`src/rtl/issue_scheduler_pkg.sv`:
```
// Shared encodings for the dual-issue scheduler: alusel codes, FSM states and
// small decode helpers used by the scheduler and its hazard checker.
package issue_scheduler_pkg;

  localparam logic [2:0] ALUSEL_NOP    = 3'd0;
  localparam logic [2:0] ALUSEL_ALU    = 3'd1;
  localparam logic [2:0] ALUSEL_BRANCH = 3'd2;
  localparam logic [2:0] ALUSEL_LOAD   = 3'd3;
  localparam logic [2:0] ALUSEL_STORE  = 3'd4;

  typedef enum logic {
    ST_RUN   = 1'b0,
    ST_DRAIN = 1'b1
  } sched_state_e;

  function automatic logic is_mem(input logic [2:0] alusel);
    return (alusel == ALUSEL_LOAD) || (alusel == ALUSEL_STORE);
  endfunction

  // rd_addr packs {src2[4:0], src1[4:0]}; rd_en packs {src2, src1}
  function automatic logic reads_reg(input logic [1:0] rd_en,
                                     input logic [9:0] rd_addr,
                                     input logic [4:0] r);
    return (rd_en[0] && (rd_addr[4:0] == r)) || (rd_en[1] && (rd_addr[9:5] == r));
  endfunction

endpackage

```
`src/rtl/issue_scheduler_if.sv`:
```
// Decode-queue head to scheduler bundle: the two oldest entries going in,
// the issue/consume masks coming back.
interface issue_scheduler_if;
  logic [1:0] head_valid;
  logic [2:0] head_alusel1;
  logic [2:0] head_alusel2;
  logic [1:0] head_rd_en1;
  logic [1:0] head_rd_en2;
  logic [9:0] head_rd_addr1;
  logic [9:0] head_rd_addr2;
  logic [1:0] head_wr_en;
  logic [4:0] head_wr_addr1;
  logic [4:0] head_wr_addr2;
  logic [1:0] head_is_privilege;
  logic [1:0] head_csr_write_en;
  logic [1:0] head_excp;
  logic [1:0] invalid_en;
  logic [1:0] issue_valid;

  modport master (
    output head_valid, head_alusel1, head_alusel2, head_rd_en1, head_rd_en2,
           head_rd_addr1, head_rd_addr2, head_wr_en, head_wr_addr1, head_wr_addr2,
           head_is_privilege, head_csr_write_en, head_excp,
    input  invalid_en, issue_valid
  );

  modport slave (
    input  head_valid, head_alusel1, head_alusel2, head_rd_en1, head_rd_en2,
           head_rd_addr1, head_rd_addr2, head_wr_en, head_wr_addr1, head_wr_addr2,
           head_is_privilege, head_csr_write_en, head_excp,
    output invalid_en, issue_valid
  );
endinterface

```
`src/rtl/issue_scheduler_pair_hazard_check.sv`:
```
// Combinational hazard terms for the head pair: intra-pair RAW, dual memory
// access and use of the load issued in the previous cycle.
module issue_scheduler_pair_hazard_check
  import issue_scheduler_pkg::*;
(
  input  logic       last_ld_vld,
  input  logic [4:0] last_ld_addr,
  input  logic [2:0] alusel1,
  input  logic [2:0] alusel2,
  input  logic [1:0] rd_en1,
  input  logic [9:0] rd_addr1,
  input  logic [1:0] rd_en2,
  input  logic [9:0] rd_addr2,
  input  logic       wr_en1,
  input  logic [4:0] wr_addr1,
  output logic       raw,
  output logic       mem_conflict,
  output logic       ld_use1,
  output logic       ld_use2
);

  assign raw          = wr_en1 && (wr_addr1 != 5'd0) && reads_reg(rd_en2, rd_addr2, wr_addr1);
  assign mem_conflict = is_mem(alusel1) && is_mem(alusel2);
  assign ld_use1      = last_ld_vld && reads_reg(rd_en1, rd_addr1, last_ld_addr);
  assign ld_use2      = last_ld_vld && reads_reg(rd_en2, rd_addr2, last_ld_addr);

endmodule

```
`src/rtl/issue_scheduler.sv`:
```
// Dual in-order issue from the decode queue head into execute, with a drain
// FSM that serializes privileged/CSR/excepting entries, and perf counters.
module issue_scheduler
  import issue_scheduler_pkg::*;
#(
  parameter int CNT_WIDTH = 32
) (
  input  logic                 clk,
  input  logic                 rst,
  input  logic                 flush,
  issue_scheduler_if.slave     head_if,
  input  logic                 ex_pause,
  input  logic                 backend_empty,
  output logic                 serial_busy,
  output logic [CNT_WIDTH-1:0] dual_issue_cnt,
  output logic [CNT_WIDTH-1:0] stall_cnt
);

  sched_state_e state, next_state;
  logic         last_ld_vld;
  logic [4:0]   last_ld_addr;
  logic         raw, mem_conflict, ld_use1, ld_use2;
  logic         serial1, serial2;
  logic         slot1, slot2;
  logic         ld_take;
  logic [4:0]   ld_addr;

  issue_scheduler_pair_hazard_check u_hazard (
    .last_ld_vld  (last_ld_vld),
    .last_ld_addr (last_ld_addr),
    .alusel1      (head_if.head_alusel1),
    .alusel2      (head_if.head_alusel2),
    .rd_en1       (head_if.head_rd_en1),
    .rd_addr1     (head_if.head_rd_addr1),
    .rd_en2       (head_if.head_rd_en2),
    .rd_addr2     (head_if.head_rd_addr2),
    .wr_en1       (head_if.head_wr_en[0]),
    .wr_addr1     (head_if.head_wr_addr1),
    .raw          (raw),
    .mem_conflict (mem_conflict),
    .ld_use1      (ld_use1),
    .ld_use2      (ld_use2)
  );

  assign serial1 = head_if.head_is_privilege[0] | head_if.head_csr_write_en[0] | head_if.head_excp[0];
  assign serial2 = head_if.head_is_privilege[1] | head_if.head_csr_write_en[1] | head_if.head_excp[1];

  always_comb begin
    next_state = state;
    slot1      = 1'b0;
    slot2      = 1'b0;
    ld_take    = 1'b0;
    ld_addr    = head_if.head_wr_addr1;

    slot1 = head_if.head_valid[0] && (state == ST_RUN) && !ex_pause && !flush && !ld_use1 && !rst;
    slot2 = slot1 && head_if.head_valid[1] && !ld_use2 && !serial1 && !serial2
            && !mem_conflict && (head_if.head_alusel1 != ALUSEL_BRANCH) && !raw;

    // At most one load can issue per cycle because a load pair is a mem conflict
    if (slot1 && (head_if.head_alusel1 == ALUSEL_LOAD) && head_if.head_wr_en[0]
        && (head_if.head_wr_addr1 != 5'd0)) begin
      ld_take = 1'b1;
      ld_addr = head_if.head_wr_addr1;
    end else if (slot2 && (head_if.head_alusel2 == ALUSEL_LOAD) && head_if.head_wr_en[1]
                 && (head_if.head_wr_addr2 != 5'd0)) begin
      ld_take = 1'b1;
      ld_addr = head_if.head_wr_addr2;
    end

    if (flush) begin
      next_state = ST_RUN;
    end else begin
      case (state)
        ST_RUN:   if (slot1 && serial1) next_state = ST_DRAIN;
        ST_DRAIN: if (backend_empty && !ex_pause) next_state = ST_RUN;
        default:  next_state = ST_RUN;
      endcase
    end
  end

  assign head_if.issue_valid = {slot2, slot1};
  assign head_if.invalid_en  = {slot2, slot1};
  assign serial_busy         = (state == ST_DRAIN);

  always_ff @(posedge clk) begin
    if (rst) begin
      state          <= ST_RUN;
      last_ld_vld    <= 1'b0;
      dual_issue_cnt <= '0;
      stall_cnt      <= '0;
    end else begin
      state <= next_state;
      // A paused cycle must not consume the load-use bubble
      if (flush)          last_ld_vld <= 1'b0;
      else if (!ex_pause) last_ld_vld <= ld_take;
      if (slot1 && slot2)
        dual_issue_cnt <= dual_issue_cnt + CNT_WIDTH'(1);
      if (head_if.head_valid[0] && !slot1)
        stall_cnt <= stall_cnt + CNT_WIDTH'(1);
    end
  end

  always_ff @(posedge clk) begin
    if (ld_take) last_ld_addr <= ld_addr;
  end

endmodule

```
`src/flat_wrapper.sv`:
```
// flat-port wrapper written by rule: the top's interface ports become plain ports
module issue_scheduler_flat import issue_scheduler_pkg::*;
#(
  parameter int CNT_WIDTH = 32
)
  (clk, rst, flush, ex_pause, backend_empty, serial_busy, dual_issue_cnt, stall_cnt, head_if_head_valid, head_if_head_alusel1, head_if_head_alusel2, head_if_head_rd_en1, head_if_head_rd_en2, head_if_head_rd_addr1, head_if_head_rd_addr2, head_if_head_wr_en, head_if_head_wr_addr1, head_if_head_wr_addr2, head_if_head_is_privilege, head_if_head_csr_write_en, head_if_head_excp, head_if_invalid_en, head_if_issue_valid);
  issue_scheduler_if head_if_i ();
  input  logic clk;
  input  logic rst;
  input  logic flush;
  input  logic ex_pause;
  input  logic backend_empty;
  output logic serial_busy;
  output logic [CNT_WIDTH-1:0] dual_issue_cnt;
  output logic [CNT_WIDTH-1:0] stall_cnt;
  input wire logic [$bits(head_if_i.head_valid)-1:0] head_if_head_valid;
  input wire logic [$bits(head_if_i.head_alusel1)-1:0] head_if_head_alusel1;
  input wire logic [$bits(head_if_i.head_alusel2)-1:0] head_if_head_alusel2;
  input wire logic [$bits(head_if_i.head_rd_en1)-1:0] head_if_head_rd_en1;
  input wire logic [$bits(head_if_i.head_rd_en2)-1:0] head_if_head_rd_en2;
  input wire logic [$bits(head_if_i.head_rd_addr1)-1:0] head_if_head_rd_addr1;
  input wire logic [$bits(head_if_i.head_rd_addr2)-1:0] head_if_head_rd_addr2;
  input wire logic [$bits(head_if_i.head_wr_en)-1:0] head_if_head_wr_en;
  input wire logic [$bits(head_if_i.head_wr_addr1)-1:0] head_if_head_wr_addr1;
  input wire logic [$bits(head_if_i.head_wr_addr2)-1:0] head_if_head_wr_addr2;
  input wire logic [$bits(head_if_i.head_is_privilege)-1:0] head_if_head_is_privilege;
  input wire logic [$bits(head_if_i.head_csr_write_en)-1:0] head_if_head_csr_write_en;
  input wire logic [$bits(head_if_i.head_excp)-1:0] head_if_head_excp;
  output wire logic [$bits(head_if_i.invalid_en)-1:0] head_if_invalid_en;
  output wire logic [$bits(head_if_i.issue_valid)-1:0] head_if_issue_valid;
  assign head_if_i.head_valid = head_if_head_valid;
  assign head_if_i.head_alusel1 = head_if_head_alusel1;
  assign head_if_i.head_alusel2 = head_if_head_alusel2;
  assign head_if_i.head_rd_en1 = head_if_head_rd_en1;
  assign head_if_i.head_rd_en2 = head_if_head_rd_en2;
  assign head_if_i.head_rd_addr1 = head_if_head_rd_addr1;
  assign head_if_i.head_rd_addr2 = head_if_head_rd_addr2;
  assign head_if_i.head_wr_en = head_if_head_wr_en;
  assign head_if_i.head_wr_addr1 = head_if_head_wr_addr1;
  assign head_if_i.head_wr_addr2 = head_if_head_wr_addr2;
  assign head_if_i.head_is_privilege = head_if_head_is_privilege;
  assign head_if_i.head_csr_write_en = head_if_head_csr_write_en;
  assign head_if_i.head_excp = head_if_head_excp;
  assign head_if_invalid_en = head_if_i.invalid_en;
  assign head_if_issue_valid = head_if_i.issue_valid;
  issue_scheduler #(.CNT_WIDTH(CNT_WIDTH)) u_core (.clk(clk), .rst(rst), .flush(flush), .head_if(head_if_i), .ex_pause(ex_pause), .backend_empty(backend_empty), .serial_busy(serial_busy), .dual_issue_cnt(dual_issue_cnt), .stall_cnt(stall_cnt));
endmodule
```
`config.mk`:
```
export PLATFORM = sky130hd
export DESIGN_NAME = issue_scheduler_flat
export DESIGN_NICKNAME = d
export VERILOG_FILES = /design/src/rtl/issue_scheduler_pkg.sv /design/src/rtl/issue_scheduler_if.sv /design/src/rtl/issue_scheduler_pair_hazard_check.sv /design/src/rtl/issue_scheduler.sv /design/src/flat_wrapper.sv
export SDC_FILE = /design/constraint.sdc
export NUM_CORES = 1
export LEC_CHECK = 0
export ABC_AREA = 1
export CORE_ASPECT_RATIO = 0.6
export CORE_MARGIN = 2
export CORE_UTILIZATION = 41
export DETAILED_ROUTE_END_ITERATION = 7
export PLACE_DENSITY = 0.69
export SYNTH_ARGS = -nofsm -noshare
export SYNTH_HDL_FRONTEND = slang
export SYNTH_SLANG_ARGS = --single-unit
```
`constraint.sdc`:
```
create_clock -name clk -period 2.3 [get_ports clk]
set_clock_uncertainty 0.1 [all_clocks]
set_input_delay 0.46 -clock clk [delete_from_list [all_inputs] [get_ports clk]]
set_output_delay 0.46 -clock clk [all_outputs]
set_load 0.005 [all_outputs]
```
After elaboration in Yosys (flattened, before gate mapping)

Cells that the tools add are included.

Bits in registers: 71
Bits of input ports: 55
Output and inout bits: 69
Logic and storage cells: 81

Add/sub/neg operators: 2
Equality and inequality tests: 11
Mux-type cells: 7
Bitwise gates (word level): 5
Reductions and logical operators: 51

Operators with widths:

| cell                                          | count |
|---|---|
| adder 32 x 1 -> 32 bit, second input constant | 2 |
| logical AND 1 bit                             | 33 |
| == test 5 bit                                 | 6 |
| logical NOT 1 bit                             | 10 |
| 2-to-1 mux 5 bit                              | 2 |
| nonzero test 5 bit                            | 2 |
| == test 3 x 2 -> 1 bit, second input constant | 2 |
| == test 3 bit, second input constant          | 2 |
| logical OR 1 bit                              | 5 |
| 2-to-1 mux 1 bit                              | 4 |
| bitwise OR 1 bit                              | 4 |
| != test 3 x 2 -> 1 bit, second input constant | 1 |
| one-hot mux 1 bit (2 select lines)            | 1 |
| OR reduction 2 bit                            | 1 |
| NOT 1 bit                                     | 1 |

Longest topological paths before layout

Gate-level depths: netlist of the first run.

Depth after elaboration: 19
Depth in mapped cells: 14
Depth with buffers taken out: 14

Modules after synthesis

From an unflattened synthesis of the first run, not the netlist that was laid out.

Cells, all modules: 773
Area total of the unflattened synthesis: 4599.4 sq um

By module, submodules not included:

| module                            | instances | cells an instance | area an instance (sq um) | sequential area each (sq um) |
|---|---|---|---|---|
| issue_scheduler                   | 1         | 619               | 3996.3                   | 1471.4 |
| issue_scheduler_pair_hazard_check | 1         | 154               | 603.1                    | 0.0 |

Worst setup path after synthesis of the first run

No wires, ideal clock.

Path kind: input to output
From: input rst
To: output head_if_invalid_en[1]
Data arrival time: 1.493 ns
Required time: 1.740 ns
Path slack: 0.247 ns
Stages on the path: 8
Path buffers: 3
Path through: buf_2 -> nor2_4 -> inv_2 -> nor4_4 -> nand2_4 -> nor2_8 -> buf_4 -> buf_4

Longest elaborated chain between the ends: 9

RTL lines:

| element                         | line                  | text |
|---|---|---|
| start: declaration              | flat_wrapper.sv:9     | `input logic rst;` |
| logical NOT 1 bit               | issue_scheduler.sv:55 | `slot1 = head_if.head_valid[0] && (state == ST_RUN) && !ex_pause && !flush && !ld_use1 && !rst;` |
| logical AND 1 bit               | issue_scheduler.sv:55 |  |
| logical AND 1 bit (4 in series) | issue_scheduler.sv:56 | `slot2 = slot1 && head_if.head_valid[1] && !ld_use2 && !serial1 && !serial2` |
| logical AND 1 bit (3 in series) | issue_scheduler.sv:57 | `&& !mem_conflict && (head_if.head_alusel1 != ALUSEL_BRANCH) && !raw;` |
| end: declaration                | flat_wrapper.sv:29    | `output wire logic [$bits(head_if_i.invalid_en)-1:0] head_if_invalid_en;` |

No other way between the ends.

Worst setup path in the final report of the first run

From: register u_core.last_ld_addr[2]
To: output head_if_invalid_en[1]

Longest elaborated chain between the ends: 14
Elaborated cells between the ends (all ways): 23
Classes of those cells: eq/ne (4); reduce/logical (19)

RTL lines:

| element                           | line                                    | text |
|---|---|---|
| start: declaration                | issue_scheduler.sv:21                   | `logic [4:0] last_ld_addr;` |
| start signal: assignment          | issue_scheduler.sv:104                  | `if (ld_take) last_ld_addr <= ld_addr;` |
| == test 5 bit                     | issue_scheduler_pkg.sv:24               | `return (rd_en[0] && (rd_addr[4:0] == r)) \|\| (rd_en[1] && (rd_addr[9:5] == r));` |
| logical AND 1 bit                 | issue_scheduler_pkg.sv:24               |  |
| logical OR 1 bit                  | issue_scheduler_pkg.sv:24               |  |
| logical AND 1 bit                 | issue_scheduler_pair_hazard_check.sv:24 | `assign ld_use1 = last_ld_vld && reads_reg(rd_en1, rd_addr1, last_ld_addr);` |
| logical NOT 1 bit                 | issue_scheduler.sv:55                   |  |
| logical AND 1 bit (2 in series)   | issue_scheduler.sv:55                   |  |
| logical AND 1 bit                 | issue_scheduler.sv:56                   |  |
| logical AND 1 bit * (3 in series) | issue_scheduler.sv:56                   |  |
| logical AND 1 bit * (3 in series) | issue_scheduler.sv:57                   |  |

Every way passes the cells marked *; elsewhere a longest branch is shown, timed or not.

==> flow_summary.toml, run 1 <==
[timing]
clock.fmax_mhz = 441
final_max_slew_viol_count = 0
finalSetupViolCount = 0
period_share_pct = 98.7
hold_viol = 0
slew_headroom_pct = 56.0
whs_ps = 396
post-route-min-period_ps = 2270
tightest_slew_ps = 655
rsz0062_at_grt = "true"

[cells_and_area]
fillers = 1132
area_delta_synth_final_pct = 39.4
nets = 1018
drive_gt1_share_pct = 10.5
instances_no_fill = 1126
diodes = 0

[yosys]
synth.top_cell.area_share_pct = 27.2
syn_inst = 809
netlist_area_sq_um = 4850
avgSynthCellArea_sq_um = 5.99
ys_seq_area_share_pct = 30.3
ys_seq_elements = 71
ys.flop_type = "dfxtp_1"
synth_area_leaders = "dfxtp_1 27%, nand2_1 22%, inv_1 8.7%, nor2_1 7.9%, nand3_1 5.2%"
yosysUniqueCellTypes = 39
synth_top_cell_by_area = "dfxtp_1"
synth_most_common_cell = "nand2_1"
synth_fp_nets = 866
synth-edff-count = 5
synth_common_cells = "279 x nand2_1, 112 x inv_1, 102 x nor2_1, 66 x dfxtp_1, 50 x nand3_1"
yosys_warnings = 0
synth_async_sr_flop_share_pct = 0

[drt]
via_per_inst = 4.85
drtIter0Drc = 404
wl_per_cell_um = 13.5
dr.pass1.iters = 5
drc = 0
ant_nets = 0
wl_mm = 15.2
route.vias.total = 5466

[hold_path]
hp-class = "flop to flop"
holdCritStartpoint = "u_core.stall_cnt[31]$_SDFFE_PP0P_"
min_to = "u_core.stall_cnt[31]$_SDFFE_PP0P_"
min_path_cells = 2

[global_routing]
grt_usage_pct = 24.1
grt_max_degree = 34
antenna_found_initial = 0
grt_pass1_vias = 4711
grt-ovfl-total = 0
grt_first_pass_wirelength_mm = 24.0

[cts]
root_buffer = "clkbuf_16"
cts_tree = "done"
clkTransAtPathRegs_ps = 60
cts_num_sinks = 71
cts_hold_buffers = 0
cts-htree-levels = 3
clk_latency_ps = 330
clock_path_buffers = 2
cts_buffers = 9

[die]
core-area_sq_um = 11400
fp.dieH_um = 88.2
die_w_um = 144
start_util_pct = 42.5
std_cell_rows = 30
num_io_pins = 124
die-area_sq_um = 12700

[setup_path]
path_delay_family = "simple AND/OR/NAND/NOR gates"
cp_num_buf_inv = 2
critPathMaxFanout = 5
regToRegSetupSlack_ps = 130
cp-end-kind = "output pin"
crit_path_frequent_cell = "nand2_1"
worstRegToRegCells = 14
r2r-start = "u_core.last_ld_addr[2]$_DFFE_PP_"
crit_path_top_delay_cell = "edfxtp_1"
path_cells = "inv_2 -> nand2_1 -> nand2_1 -> nor2_1 -> nand3_1 -> nand2_1 -> nand2_2 -> nand2_4 -> nor2_8 -> buf_6"
critPathKind = "flop to output pin"
crit_arrival_ps = 1710
cp.required_ps = 1740
r2r_end = "u_core.last_ld_addr[0]$_DFFE_PP_"
critPathLaunchType = "flop"
cpPeakStageDelay_ps = 490

[placed_design]
io_buffers = 123
dp_hpwl_mm = 11.7
place_inst = 1105
place_congestion = 0.976

[power_and_ir_drop]
p_per_area_nw_per_um2 = 424
p_leak_nw = 2.98
vdd_drop_max_mv = 0.371

[run_status]
status = "complete, no violations"

[flow_run]
maxCapViolations = 0
state kept, by name, summed over array words and instances (netlist names):
register               flops
u_core.last_ld_vld         1
u_core.last_ld_addr        5
u_core.dual_issue_cnt     32
u_core.stall_cnt          32
u_core.serial_busy         1
kinds of logic (layout without fill, tap and decap cells):
kind of cell / after synthesis / in the layout / share of synthesized area [%]
xor+xnor: 21 / 21 / 3.79
simple gates: 510 / 510 / 46.1
compound gates: 62 / 62 / 6.81
fa+ha+maj: 2 / 2 / 0.516
flops: 71 / 71 / 30.3
buf+inv: 143 / 300 / 12.5
cells in the final DEF (no fill, tap or decap), drive strengths merged, types with 3 or more instances in the layout:
master         synthesis  final
a21oi                 32     32
and3                   3      3
buf                   16     41
clkbuf                 5     12
clkdlybuf4s50          0     83
clkinv                 0      4
dfxtp                 66     66
dlygate4sd2            0     34
edfxtp                 5      5
inv                  122    123
nand2                283    283
nand3                 52     52
nand4                 24     24
nor2                 108    108
nor3                  27     27
nor4                   7      7
o21ai                 24     24
o21bai                 5      5
xnor2                  7      7
xor2                  14     14
cell type report:
cell class                 count  area [sq um]  area share, %
sequential                    71          1470           21.8
clock buffer                  10           239           3.54
tap                          160           200           2.96
multi-input combinational    595          2820           41.7
timing repair buffer         162          1530           22.6
clock inverter                 6          43.8          0.648
inverter                     122           460           6.81
routing by layer:
metal | global-route usage, % | part of all wire, % | vias to the layer above
met2 | 31.2 | 36 | 224
met4 | 5.12 | 0.85 | 0
met5 | 0 | 0 | -
met1 | 38.1 | 53 | 2399
met3 | 7.47 | 10 | 10
li1 | - | - | 2833
through the flow:
| stage | util [%] | total power (W) | instance area, sq um | TNS (ps) | worst slack, ps |
|---|---|---|---|---|---|
| floorplan | - | 0.00140 | 4850 | 0 | 247 |
| global placement | 56.3 | 0.00157 | 6430 | -18800 | -526 |
| detailed placement | 56.3 | 0.00157 | 6430 | -21060 | -560 |
| CTS | 59.1 | 0.00289 | 6740 | 0 | 3.23 |
| global route | 59.2 | 0.00298 | 6760 | -215 | -74.9 |
| finish | 59.2 | 0.00287 | 6760 | 0 | 30.3 |
power breakdown:
part / leakage (nW) / switching [W] / total [W] / internal (W)
Combinational: 2.26 / 0.000145 / 0.000283 / 0.000138
Sequential: 0.577 / 0.00000764 / 0.00125 / 0.00125
Clock: 0.139 / 0.000568 / 0.00133 / 0.000763
worst max-delay path by stage:
stage	startpoint	endpoint	slack, ps	cells past startpoint
after global routing	u_core.last_ld_addr[2]$_DFFE_PP_	head_if_issue_valid[1]	-70	10
after detailed placement	head_if_head_csr_write_en[0]	head_if_invalid_en[1]	-560	7
after global placement	head_if_head_csr_write_en[0]	head_if_issue_valid[1]	-530	7
after floorplan	rst	head_if_invalid_en[1]	250	8
after CTS	ex_pause	head_if_invalid_en[0]	3	5
final	u_core.last_ld_addr[2]$_DFFE_PP_	head_if_invalid_en[1]	30	10
what timing repair did:
item / 4_1_cts / 5_1_grt
pin swaps: 18 / 10
setup buffers: 5 / 0
gates resized for setup: 61 / 11
setup endpoints to repair: 26 / 34
hold endpoints to repair: 0 / 0
tightest hold or removal path: cells and delay by family (launching register included):
family / cells / cell delay, ps
flops: 1 / 330
simple gates: 1 / 70
compound gates: 1 / 50
No activity file was read; power rests on OpenSTA's default activity.
==> inputs of run 2 (changes only) <==
--- a/config.mk
+++ b/config.mk
@@ -7,9 +7,9 @@
 export LEC_CHECK = 0
 export ABC_AREA = 1
 export CORE_ASPECT_RATIO = 0.6
-export CORE_MARGIN = 2
 export CORE_UTILIZATION = 41
 export DETAILED_ROUTE_END_ITERATION = 7
+export GPL_TIMING_DRIVEN = 1
 export PLACE_DENSITY = 0.69
 export SYNTH_ARGS = -nofsm -noshare
 export SYNTH_HDL_FRONTEND = slang
==> run 2 against run 1 <==
Effect of this change:
- the flow now finishes with violations (setup timing)
- via count down 0.44%
- critical path depth increased by 1
- sequential cell count unchanged
- largest cell class unchanged
- largest power group unchanged
- highest routed layer unchanged
==> flow_summary.toml, run 2 (synthesized netlist as in run 1, its figures left out) <==
[die]
core-area_sq_um = 11400
std_cell_rows = 30
die-area_sq_um = 12300
start_util_pct = 42.5
fp.dieH_um = 86.2
num_io_pins = 124
die_w_um = 142

[setup_path]
crit_arrival_ps = 1780
critPathLaunchType = "flop"
critPathMaxFanout = 5
path_cells = "inv_2 -> nand2_1 -> nand2_1 -> nor2_1 -> nand3_1 -> nand2_1 -> nand2_2 -> nand2_4 -> buf_6 -> nor2_8 -> buf_6"
critPathKind = "flop to output pin"
crit_path_top_delay_cell = "edfxtp_1"
cp.required_ps = 1740
cpPeakStageDelay_ps = 500
regToRegSetupSlack_ps = 40
cp-end-kind = "output pin"
crit_path_frequent_cell = "nand2_1"

[placed_design]
dpl-instance-area_sq_um = 6410
io_buffers = 123
place_congestion = 0.965
dp_hpwl_mm = 11.5
post-place-ws_ps = -537

[global_routing]
grt_usage_pct = 25.0
grt-ovfl-total = 0
grt_pass1_vias = 4686
grt_max_degree = 34
grt_first_pass_wirelength_mm = 23.9
antenna_found_initial = 0

[power_and_ir_drop]
combinationalPowerShare_pct = 9.4
finalPower_w = 0.00298
p_leak_nw = 3.00
p_per_area_nw_per_um2 = 436
p_clk_share_pct = 48.5
swShare_pct = 24.2
seqPwrFrac_pct = 42.1
netSwitchingPower_w = 0.000721
internal-power_w = 0.00226
vdd_drop_max_mv = 0.369

[cts]
root_buffer = "clkbuf_16"
cts_num_sinks = 71
clock_path_buffers = 2
cts_hold_buffers = 0
cts_buffers = 9
clk_latency_ps = 340
clkTransAtPathRegs_ps = 60
cts-htree-levels = 3
cts_tree = "done"

[cells_and_area]
drive_gt1_share_pct = 10.7
stdcell_area_sq_um = 6840
area_delta_synth_final_pct = 41.0
nets = 1020
final_cell_mix = "272 x nand2_1, 109 x inv_1, 98 x nor2_1, 92 x clkdlybuf4s50_1, 66 x dfxtp_1"
layout_commonest_cell = "nand2_1"
largestRegisters = "u_core.dual_issue_cnt: 32 flops, u_core.stall_cnt: 32 flops, u_core.last_ld_addr: 5 flops"

[drt]
drc = 0
dr.pass1.iters = 5
ant_nets = 0
via_per_inst = 4.82
route.vias.total = 5442
wl_mm = 15.0
wl_per_cell_um = 13.2
drtIter0Drc = 392

[run_status]
status = "finished, violations left"
violations = "setup timing"

[timing]
hold_viol = 0
final_max_slew_viol_count = 0
clock.fmax_mhz = 427
tightest_slew_ps = 563
post-route-min-period_ps = 2340
slew_headroom_pct = 62.2
finalWorstSetupSlack_ps = -42.5
rsz0062_at_grt = "true"
finalSetupViolCount = 2
period_share_pct = 102

[flow_run]
maxCapViolations = 0

[hold_path]
hp-class = "flop to flop"
==> run 2: power groups by stage <==
stage	logic [W]	registers (W)	clock network, W
6_report	0.000279	0.00125	0.00145
2_1_floorplan	0.000123	0.00128	0
3_3_place_gp	0.000281	0.00128	0
5_1_grt	0.000308	0.00125	0.00152
3_5_place_dp	0.000282	0.00128	0
4_1_cts	0.000274	0.00125	0.00147
==> run 2: final cells by class <==
class / count / area (sq um)
Clock inverter: 6 / 68.8
Timing Repair Buffer: 164 / 1570
Clock buffer: 10 / 239
Multi-Input combinational cell: 595 / 2820
Fill cell: 1128 / 4570
Inverter: 122 / 458
Sequential cell: 71 / 1470
Tap cell: 160 / 200
Antenna cell: 1 / 2.50
==> run 2: critical path, delay by kind of cell, from the launching register on <==
kind | cells | cell delay, ps
buffers and inverters | 3 | 390
flip-flops | 1 | 500
AND/OR/NAND/NOR | 8 | 550
==> run 2: final timing paths <==
check	from	to	depth (start not counted)
worst max-delay path	u_core.last_ld_addr[2]$_DFFE_PP_	head_if_invalid_en[1]	11
worst min-delay path	u_core.stall_cnt[31]$_SDFFE_PP0P_	u_core.stall_cnt[31]$_SDFFE_PP0P_	2
worst max register to register	u_core.last_ld_addr[2]$_DFFE_PP_	u_core.last_ld_addr[2]$_DFFE_PP_	16
worst min register to register	u_core.stall_cnt[31]$_SDFFE_PP0P_	u_core.stall_cnt[31]$_SDFFE_PP0P_	2
==> run 2: stage by stage <==
step	TNS [ps]	util (%)	hold slack, ps	instances
3_3_place_gp	-15990	56.2	389	1105
5_1_grt	-781	59.9	434	1128
3_5_place_dp	-16990	56.2	393	1105
2_1_floorplan	0	-	370	809
6_report	-84.4	59.9	404	1129
4_1_cts	-79.7	59.3	408	1126
==> run 2: what timing repair did <==
item	in CTS	in global routing
setup endpoints to repair	13	69
resized for setup	52	18
buffers inserted	5	2
pin swaps	18	4
cloned	0	0
==> run 2: routing by layer <==
layer  wire, um  vias up  track usage (%)  part of all wire [%]
met3       1440       14             6.69                   9.6
met5          0        -                0                     0
li1           -     2840                -                     -
met2       5430      205             32.3                    36
met4        133        0             4.79                  0.89
met1       7950     2383             39.8                    53
==> RTL change (config.mk and constraints of run 2) <==
`CNT_WIDTH` is set to 32 in 2 places; all go to 16.
--- a/src/rtl/issue_scheduler.sv
+++ b/src/rtl/issue_scheduler.sv
@@ -3,7 +3,7 @@
 module issue_scheduler
   import issue_scheduler_pkg::*;
 #(
-  parameter int CNT_WIDTH = 32
+  parameter int CNT_WIDTH = 16
 ) (
   input  logic                 clk,
   input  logic                 rst,
--- a/src/flat_wrapper.sv
+++ b/src/flat_wrapper.sv
@@ -1,7 +1,7 @@
 // flat-port wrapper written by rule: the top's interface ports become plain ports
 module issue_scheduler_flat import issue_scheduler_pkg::*;
 #(
-  parameter int CNT_WIDTH = 32
+  parameter int CNT_WIDTH = 16
 )
   (clk, rst, flush, ex_pause, backend_empty, serial_busy, dual_issue_cnt, stall_cnt, head_if_head_valid, head_if_head_alusel1, head_if_head_alusel2, head_if_head_rd_en1, head_if_head_rd_en2, head_if_head_rd_addr1, head_if_head_rd_addr2, head_if_head_wr_en, head_if_head_wr_addr1, head_if_head_wr_addr2, head_if_head_is_privilege, head_if_head_csr_write_en, head_if_head_excp, head_if_invalid_en, head_if_issue_valid);
   issue_scheduler_if head_if_i ();
Ports: changed (resized dual_issue_cnt and stall_cnt); port bits go from 124 to 92. The function was not compared with the original's and may differ.
==> RTL change against run 2 <==
The flow still finishes with violations (setup timing). Wire length fell by 39%. Count of clock-buffer cells in the layout fell by 4. Power fell by 45%. Clock power fell by 53%. Synthesized cell count fell by 41%. Worst setup slack got worse by 0.050 ns. Maximum frequency fell by 2.1%. Cell count fell by 38%. Sequential share of layout area fell by 2.3 points. Synthesized area fell by 42%. Sequential cell count fell by 32. Final area fell by 37%. Worst hold slack got worse by 0.0014 ns.
==> RTL change: results (changes against run 2) <==
met3 usage: 4.433% (was 6.685%)
synth cell count leaders: nand2_1 (156), inv_1 (76), nor2_1 (56) (was nand2_1 (279), inv_1 (112), nor2_1 (102))
initial DRC count: 196 (was 392)
number of global-route vias before repair: 3,098 (was 4,686)
Hold EP: u_core.stall_cnt[15]$_SDFFE_PP0P_ (was u_core.stall_cnt[31]$_SDFFE_PP0P_)
detailed placement HPWL: 6963 µm (was 11,460 µm)
static leakage: 2.072 nW (was 3.001 nW)
hold_sp: u_core.stall_cnt[15]$_SDFFE_PP0P_ (was u_core.stall_cnt[31]$_SDFFE_PP0P_)
drt wl/cell: 13.01 µm (was 13.24 µm)
Critical Path Start: u_core.last_ld_addr[1]$_DFFE_PP_ (was u_core.last_ld_addr[2]$_DFFE_PP_)
status: finished with violations (unchanged)
number of buffers added on ports: 91 (was 123)
Synth cell types: 40 (was 39)
final worst slack: -0.09221 ns (was -0.04253 ns)
first-pass GRT wire length: 14,170 µm (was 23,930 µm)
worst r2r src: u_core.last_ld_addr[1]$_DFFE_PP_ (was u_core.last_ld_addr[2]$_DFFE_PP_)
P per Cell Area: 379.2 nW/µm² (was 436.0 nW/µm²)
CTS Buf Count: 5 (was 9)
Arrival @ worst endpoint: 1.83 ns (was 1.78 ns)
R2R Path End: u_core.stall_cnt[8]$_SDFFE_PP0P_ (was u_core.last_ld_addr[2]$_DFFE_PP_)
Total GRT Usage: 25.30% (was 24.95%)
CTS H-tree lvls: 2 (was 3)
clk_lat worst skew: 0.28 ns (was 0.34 ns)
met1 usage: 35.79% (was 39.82%)
Worst-Margin Slew: 0.6756 ns (was 0.5633 ns)
R2R setup slack: 0.15 ns (was 0.04 ns)
fin nets: 667 (was 1,020)
share of layout cells above drive strength 1: 16.86% (was 10.74%)
Final GP Congestion: 0.9599 (was 0.9649)
DR WL met2: 3813 µm (was 5431 µm)
Final Setup Violations: 4 (was 2)
Worst VDD drop: 415.4 µV (was 368.5 µV)
pin count of the biggest net entering global routing: 24 (was 34)
maximum net fanout on the critical path: 4 (was 5)
syn nets: 532 (was 866)
Reg2Reg Depth: 15 (was 16)
failing checks: setup timing (unchanged)
Area after DPL: 4008 µm² (was 6415 µm²)
clock tree buffer depth: 2 (unchanged)
met3 wire length: 695 µm (was 1438 µm)
Max Used Layer: met4 (unchanged)
wl on met1: 4458 µm (was 7946 µm)
top flop regs: u_core.dual_issue_cnt (16), u_core.stall_cnt (16), u_core.last_ld_addr (5) (was u_core.dual_issue_cnt (32), u_core.stall_cnt (32), u_core.last_ld_addr (5))
sequential area share after synthesis: 29.37% (was 30.34%)
met2 usage: 39.70% (was 32.26%)
Ant. Diodes: 0 (was 1)
Worst path max stage delay: 0.48 ns (was 0.50 ns)
Fillers: 648 (was 1,128)
synth top area cells: dfxtp_1 (24%), nand2_1 (21%), inv_1 (10%), nor2_1 (7.4%), edfxtp_1 (5.3%) (was dfxtp_1 (27%), nand2_1 (22%), inv_1 (8.7%), nor2_1 (7.9%), nand3_1 (5.2%))
==> RTL change: final cells by class <==
class / instances / area share (%)
repair buffers: 139 / 29.29
inverters: 87 / 7.719
multi-input cells: 338 / 37.99
flip-flops and latches: 39 / 19.20
clock buffers: 6 / 2.978
clock inverters: 2 / 0.3180
well taps: 87 / 2.515
==> RTL change: kinds of logic after synthesis <==
| kind of cell | Yosys count | synth area share [%] |
|---|---|---|
| simple gates | 281 | 43.96 |
| buf+inv | 98 | 14.64 |
| compound gates | 50 | 9.598 |
| flops | 39 | 29.37 |
| xor+xnor | 5 | 1.548 |
| fa+ha+maj | 2 | 0.8844 |
==> RTL change: metrics by stage <==
stage / utilization, % / TNS, ns / setup WS, ns / hold slack, ns / cells
2_1_floorplan: - / 0 / 0.3439 / 0.3698 / 475
3_3_place_gp: 60.03 / -7.744 / -0.5816 / 0.3809 / 671
3_5_place_dp: 60.03 / -8.427 / -0.5787 / 0.3898 / 671
4_1_cts: 63.77 / -0.1096 / -0.05549 / 0.4045 / 697
5_1_grt: 64.82 / -0.5530 / -0.1882 / 0.4266 / 698
6_report: 64.82 / -0.1845 / -0.09221 / 0.4028 / 698
==> RTL change: where the power goes <==
part / switching (mW) / internal [mW]
registers: 0.00634 / 0.694
clock network: 0.282 / 0.402
logic: 0.125 / 0.131
total: 0.414 / 1.23
==> RTL change: worst register-to-register path: cells and delay by family, from the launching register on <==
| kind | cells | cell delay (ns) |
|---|---|---|
| flops | 1 | 0.48 |
| simple gates | 10 | 0.93 |
| compound gates | 1 | 0.13 |
| buf+inv | 4 | 0.45 |
==> RTL change: what timing repair did <==
action                                  in CTS  in global routing
cloned                                       0                  0
setup buffers                               18                  1
resized for setup                           68                 18
hold endpoints to repair                     0                  0
pin swaps                                   21                 10
endpoints found under the setup margin       9                 20
